===== src/rtl/ws2811_serial_tx_if.sv =====
// ============================================================================
// Module : ws2811_serial_tx_if
// Brief  : Colour-source / strip-driver bundle for the WS2811 transmitter.
// Rev    : 1.0
// ============================================================================
`default_nettype none

interface ws2811_serial_tx_if;
    logic        enable;
    logic [23:0] rgb;
    logic        dout;
    logic        advance;
    logic        serial_reset;
    logic        busy;

    modport master (
        output enable,
        output rgb,
        input  dout,
        input  advance,
        input  serial_reset,
        input  busy
    );

    modport slave (
        input  enable,
        input  rgb,
        output dout,
        output advance,
        output serial_reset,
        output busy
    );
endinterface

`default_nettype wire


===== src/rtl/ws2811_serial_tx.sv =====
// ============================================================================
// Module : ws2811_serial_tx
// Brief  : Single-wire WS2811 NRZ transmitter with per-pixel advance strobe.
// Rev    : 1.0
// ============================================================================
`default_nettype none

module ws2811_serial_tx #(
    parameter int T0H      = 20,
    parameter int T1H      = 40,
    parameter int T_BIT    = 63,
    parameter int T_RESET  = 2500,
    parameter int NUM_LEDS = 50
) (
    input  wire logic        clock_i,
    input  wire logic        reset_i,
    ws2811_serial_tx_if.slave bus
);

    localparam int CNT_MAX = (T_BIT > T_RESET) ? T_BIT : T_RESET;
    localparam int CNT_W   = $clog2(CNT_MAX + 1);
    localparam int PIX_W   = (NUM_LEDS > 1) ? $clog2(NUM_LEDS) : 1;

    localparam logic [1:0] S_IDLE = 2'd0;
    localparam logic [1:0] S_BIT  = 2'd1;
    localparam logic [1:0] S_GAP  = 2'd2;

    localparam logic [CNT_W-1:0] BIT_LAST = CNT_W'(T_BIT - 1);
    localparam logic [CNT_W-1:0] GAP_LAST = CNT_W'(T_RESET - 1);
    localparam logic [PIX_W-1:0] PIX_LAST = PIX_W'(NUM_LEDS - 1);

    logic [1:0]       state_q, state_d;
    logic [23:0]      shift_q, shift_d;
    logic [4:0]       idx_q, idx_d;
    logic [PIX_W-1:0] pix_q, pix_d;
    logic [CNT_W-1:0] cnt_q, cnt_d;
    logic             dout_q, dout_d;
    logic             advance_q, advance_d;
    logic             load;

    always_ff @(posedge clock_i) begin
        if (reset_i) begin
            state_q   <= S_IDLE;
            shift_q   <= '0;
            idx_q     <= '0;
            pix_q     <= '0;
            cnt_q     <= '0;
            dout_q    <= 1'b0;
            advance_q <= 1'b0;
        end else begin
            state_q   <= state_d;
            shift_q   <= shift_d;
            idx_q     <= idx_d;
            pix_q     <= pix_d;
            cnt_q     <= cnt_d;
            dout_q    <= dout_d;
            advance_q <= advance_d;
        end
    end

    always_comb begin
        state_d = state_q;
        shift_d = shift_q;
        idx_d   = idx_q;
        pix_d   = pix_q;
        cnt_d   = cnt_q;
        load    = 1'b0;
        case (state_q)
            S_IDLE: begin
                if (bus.enable) begin
                    load    = 1'b1;
                    pix_d   = '0;
                    state_d = S_BIT;
                end
            end
            S_BIT: begin
                if (cnt_q == BIT_LAST) begin
                    cnt_d = '0;
                    if (idx_q != 5'd0) begin
                        shift_d = {shift_q[22:0], 1'b0};
                        idx_d   = idx_q - 5'd1;
                    end else if (pix_q != PIX_LAST) begin
                        // Next pixel loads with no idle cycle so bit timing stays seamless
                        load  = 1'b1;
                        pix_d = pix_q + PIX_W'(1);
                    end else begin
                        state_d = S_GAP;
                    end
                end else begin
                    cnt_d = cnt_q + CNT_W'(1);
                end
            end
            S_GAP: begin
                if (cnt_q == GAP_LAST) begin
                    cnt_d = '0;
                    pix_d = '0;
                    if (bus.enable) begin
                        load    = 1'b1;
                        state_d = S_BIT;
                    end else begin
                        state_d = S_IDLE;
                    end
                end else begin
                    cnt_d = cnt_q + CNT_W'(1);
                end
            end
            default: begin
                state_d = S_IDLE;
            end
        endcase
        if (load) begin
            shift_d = bus.rgb;
            idx_d   = 5'd23;
            cnt_d   = '0;
        end
    end

    // dout is registered, so it is derived from the next-state view of the datapath
    always_comb begin
        dout_d    = (state_d == S_BIT) &&
                    (cnt_d < (shift_d[23] ? CNT_W'(T1H) : CNT_W'(T0H)));
        advance_d = load;
    end

    assign bus.dout         = dout_q;
    assign bus.advance      = advance_q;
    assign bus.serial_reset = (state_q == S_GAP);
    assign bus.busy         = (state_q != S_IDLE);

endmodule

`default_nettype wire


===== src/flat_wrapper.sv =====
// flat-port wrapper written by rule: the top's interface ports become plain ports
module ws2811_serial_tx_flat 
#(
    parameter int T0H      = 20,
    parameter int T1H      = 40,
    parameter int T_BIT    = 63,
    parameter int T_RESET  = 2500,
    parameter int NUM_LEDS = 50
)
  (clock_i, reset_i, bus_enable, bus_rgb, bus_dout, bus_advance, bus_serial_reset, bus_busy);
  ws2811_serial_tx_if bus_i ();
  input  wire logic clock_i;
  input  wire logic reset_i;
  input wire logic [$bits(bus_i.enable)-1:0] bus_enable;
  input wire logic [$bits(bus_i.rgb)-1:0] bus_rgb;
  output wire logic [$bits(bus_i.dout)-1:0] bus_dout;
  output wire logic [$bits(bus_i.advance)-1:0] bus_advance;
  output wire logic [$bits(bus_i.serial_reset)-1:0] bus_serial_reset;
  output wire logic [$bits(bus_i.busy)-1:0] bus_busy;
  assign bus_i.enable = bus_enable;
  assign bus_i.rgb = bus_rgb;
  assign bus_dout = bus_i.dout;
  assign bus_advance = bus_i.advance;
  assign bus_serial_reset = bus_i.serial_reset;
  assign bus_busy = bus_i.busy;
  ws2811_serial_tx #(.T0H(T0H), .T1H(T1H), .T_BIT(T_BIT), .T_RESET(T_RESET), .NUM_LEDS(NUM_LEDS)) u_core (.clock_i(clock_i), .reset_i(reset_i), .bus(bus_i));
endmodule

===== config.mk =====
export PLATFORM = sky130hd
export DESIGN_NAME = ws2811_serial_tx_flat
export DESIGN_NICKNAME = d
export VERILOG_FILES = /design/src/rtl/ws2811_serial_tx_if.sv /design/src/rtl/ws2811_serial_tx.sv /design/src/flat_wrapper.sv
export SDC_FILE = /design/constraint.sdc
export NUM_CORES = 1
export LEC_CHECK = 0
export CAP_MARGIN = 5
export CORE_MARGIN = 2
export CORE_UTILIZATION = 45
export CTS_BUF_LIST = sky130_fd_sc_hd__clkbuf_8
export DETAILED_ROUTE_END_ITERATION = 8
export HOLD_SLACK_MARGIN = 0.03
export PLACE_DENSITY = 0.66
export SYNTH_ARGS = -nofsm -noshare
export SYNTH_HDL_FRONTEND = slang
export SYNTH_SLANG_ARGS = --single-unit

===== constraint.sdc =====
create_clock -name clock_i -period 9.9 [get_ports clock_i]
set_clock_uncertainty 0.05 [all_clocks]
set_input_delay 1.98 -clock clock_i [delete_from_list [all_inputs] [get_ports clock_i]]
set_output_delay 1.98 -clock clock_i [all_outputs]
set_load 0.005 [all_outputs]

==> flow_summary.yaml <==
status:
  status: "finished, violations left"
  failed_checks: "DRC"
worst_setup_path:
  cp.arrival_ns: 5.43
  critPathLaunchType: "primary input"
  path_cells: "clkdlybuf4s50_1 -> nand2_1 -> o41ai_2 -> a31oi_1 -> nor2_4 -> mux2_4 -> inv_2 -> ha_1 -> and3_1 -> nor2b_1 -> a211oi_1 -> a21oi_1 -> a211oi_2"
  cpPeakStageDelay_ns: 0.83
  endpoint_kind: "flip-flop"
  crit_type: "in -> reg"
  crit_fanout: 31
  required_ns: 10.08
  cpLargestDelayFamily: "simple AND/OR/NAND/NOR gates"
  critPathSlowestCell: "nor2_4"
  worst-path-buf-inv: 2
power:
  p_comb_frac: 0.202
  p_int_w: 0.000305
  clock_power_share: 0.275
  power_density_mw_per_mm2: 128
  p_leak_nw: 1.25
  p_switching_w: 0.000128
  peakVddDrop_uv: 62.2
  switching_share: 0.296
  seq_power_share: 0.523
  p_total_w: 0.000434
floorplanning:
  initial_utilization: 0.469
  die_h_microns: 85.8
  dieArea_sq_mm: 0.00736
  die_x_microns: 85.8
  num_io_pins: 31
  rows: 29
  core_sq_mm: 0.00642
logic_synthesis:
  synth_top_area_cell: "dfxtp_1"
  avgSynthCellArea_sq_um: 9.41
  synth-edff-count: 0
  syn-instance-count: 320
  netlist.area_leader.share: 0.339
  synth-seq-cells: 51
  async_flop_share: 0
  syn_nets: 360
  synthFlopType: "dfxtp_1"
  yosysWarnings: 0
  syn_area_sq_mm: 0.00301
  ys_seq_area_frac: 0.339
  synthTopCellsByArea: "dfxtp_1 (34%), a221oi_2 (10%), nor3_2 (6.7%)"
  ys_types: 61
clock_network:
  numCtsBuffers: 5
  post_cts_resize_count: 0
  postCtsSetupBuffers: 0
  clk_pin_slew_ns: 0.10
  htree_levels: 2
  cts_buffer_depth: 2
  clock-sinks: 51
  postCtsHoldBufs: 0
  clock_latency_ns: 0.30
  cts_tree: "built"
  cts_root_buf: "clkbuf_8"
timing:
  slew_viol_final: 0
  setup_viol: 0
  rsz0062_at_grt: "no"
  tns_ns: 0
  post-route-period-util: 0.530
  min_period_ns: 5.25
  worstMarginPinSlew_ns: 1.03
  slew_headroom: 0.310
  hold_viol_final: 0
  max_freq_ghz: 0.191
route:
  drt-initial-drc-count: 128
  routed_wl_microns: 6270
  drt-wirelength-per-cell_microns: 15.0
  drc: 1
  viasPerCell: 5.78
  drtPass1Iterations: 6
  via_count: 2416
  final_antenna_net_count: 0
finish:
  final_common_cell: "nor2_1"
  nets: 380
  fin_util: 0.528
  drive_gt1_frac: 0.188
  fillers: 605
  diodes: 0
  syn_to_final_growth_pct: 12.6
  layout_common_cells: "nor2_1 (53), dfxtp_1 (51), clkdlybuf4s50_1 (30), a221oi_2 (20), nor3_2 (20)"
  finalNonFillerCells: 418
placement:
  routabilityCongestion: 0.866
  hpwl_microns: 4380
  post-place-cells: 410
  portBuffers: 30
grt:
  grt_pass1_wl_microns: 10800
  antenna_found_initial: 0
  grt_max_degree: 33
  global_route.usage.total: 0.179
  grt_pass1_vias: 2319
  grt-ovfl-total: 0
hold_path:
  hp-class: "reg -> reg"
run:
  drv_cap: 0
## path summary, 6_finish.rpt
kind / cells after the start / slack (ns) / end / start
setup / recovery: 13 / 4.65 / u_core.bus.dout$_SDFF_PP0_ / bus_enable
hold / removal: 2 / 0.45 / u_core.shift_q[3]$_SDFFE_PP0P_ / u_core.shift_q[3]$_SDFFE_PP0P_
setup reg to reg: 14 / 5.63 / u_core.bus.dout$_SDFF_PP0_ / u_core.idx_q[0]$_SDFFE_PP0P_
hold reg to reg: 2 / 0.45 / u_core.shift_q[3]$_SDFFE_PP0P_ / u_core.shift_q[3]$_SDFFE_PP0P_
## synth_stat cells (3+ instances only)
cell,count
a21oi_1,7
a221oi_2,20
and3_1,3
buf_2,4
buf_4,5
buf_6,3
clkbuf_1,6
dfxtp_1,51
ha_1,13
inv_1,13
mux2i_1,3
nand2_1,15
nand3_1,9
nand4_1,6
nor2_1,53
nor2b_1,3
nor3_1,9
nor3_2,20
nor4_1,5
o21ai_0,3
o31ai_1,3
or4_4,3
xnor2_1,6
xor2_1,10
## worst reg2reg max path, delay by kind of cell, from the launching register on
| kind | cells | cell delay [ns] |
|---|---|---|
| AND/OR/NAND/NOR | 5 | 2.07 |
| AO/OA/AOI/OAI | 4 | 0.77 |
| buffers and inverters | 2 | 0.16 |
| adder cells (fa/ha/maj) | 2 | 0.41 |
| flip-flops | 1 | 0.33 |
| multiplexers | 1 | 0.40 |
## registers in the layout, summed over array words and instances (netlist names)
register and flops:
u_core.bus.advance 1, u_core.bus.dout 1, u_core.cnt_q 12, u_core.idx_q 5
u_core.pix_q 6, u_core.shift_q 24, u_core.state_q 2
## layout make-up
| class | instances | area, sq um | area share |
|---|---|---|---|
| Multi-Input combinational cell | 237 | 1830 | 0.539 |
| Inverter | 14 | 52.6 | 0.0155 |
| Sequential cell | 51 | 1020 | 0.301 |
| Clock inverter | 3 | 16.3 | 0.00480 |
| Clock buffer | 5 | 68.8 | 0.0203 |
| Tap cell | 77 | 96.3 | 0.0284 |
| Timing Repair Buffer | 31 | 308 | 0.0908 |
## metal layers
| layer | up-vias | global-route usage | part of all wire |
|---|---|---|---|
| li1 | 1219 | - | - |
| met1 | 1158 | 0.253 | 0.49 |
| met2 | 34 | 0.287 | 0.47 |
| met3 | 5 | 0.0260 | 0.026 |
| met4 | 0 | 0.0476 | 0.0097 |
| met5 | - | 0 | 0 |
## metrics by stage
step	area, sq um	hold WS, ns	setup slack, ns
5_1_grt	3390	0.497	4.38
3_5_place_dp	3310	0.434	4.33
6_report	3390	0.449	4.65
2_1_floorplan	3010	0.418	5.87
4_1_cts	3390	0.451	4.66
3_3_place_gp	3310	0.432	4.44
## power groups by stage
stage,logic (W),clock network [W],registers [W]
2_1_floorplan,0.0000656,0,0.000229
3_3_place_gp,0.0000867,0,0.000231
6_report,0.0000878,0.000119,0.000227
5_1_grt,0.0000978,0.000131,0.000228
4_1_cts,0.0000881,0.000123,0.000227
3_5_place_dp,0.0000880,0,0.000231
## kinds of logic after synthesis
group	synth area share
flip-flops	0.339
adder cells (fa/ha/maj)	0.0540
AND/OR/NAND/NOR	0.269
multiplexers	0.0200
XOR/XNOR	0.0465
AO/OA/AOI/OAI	0.216
buffers and inverters	0.0553
No activity file was read; power rests on OpenSTA's default activity.
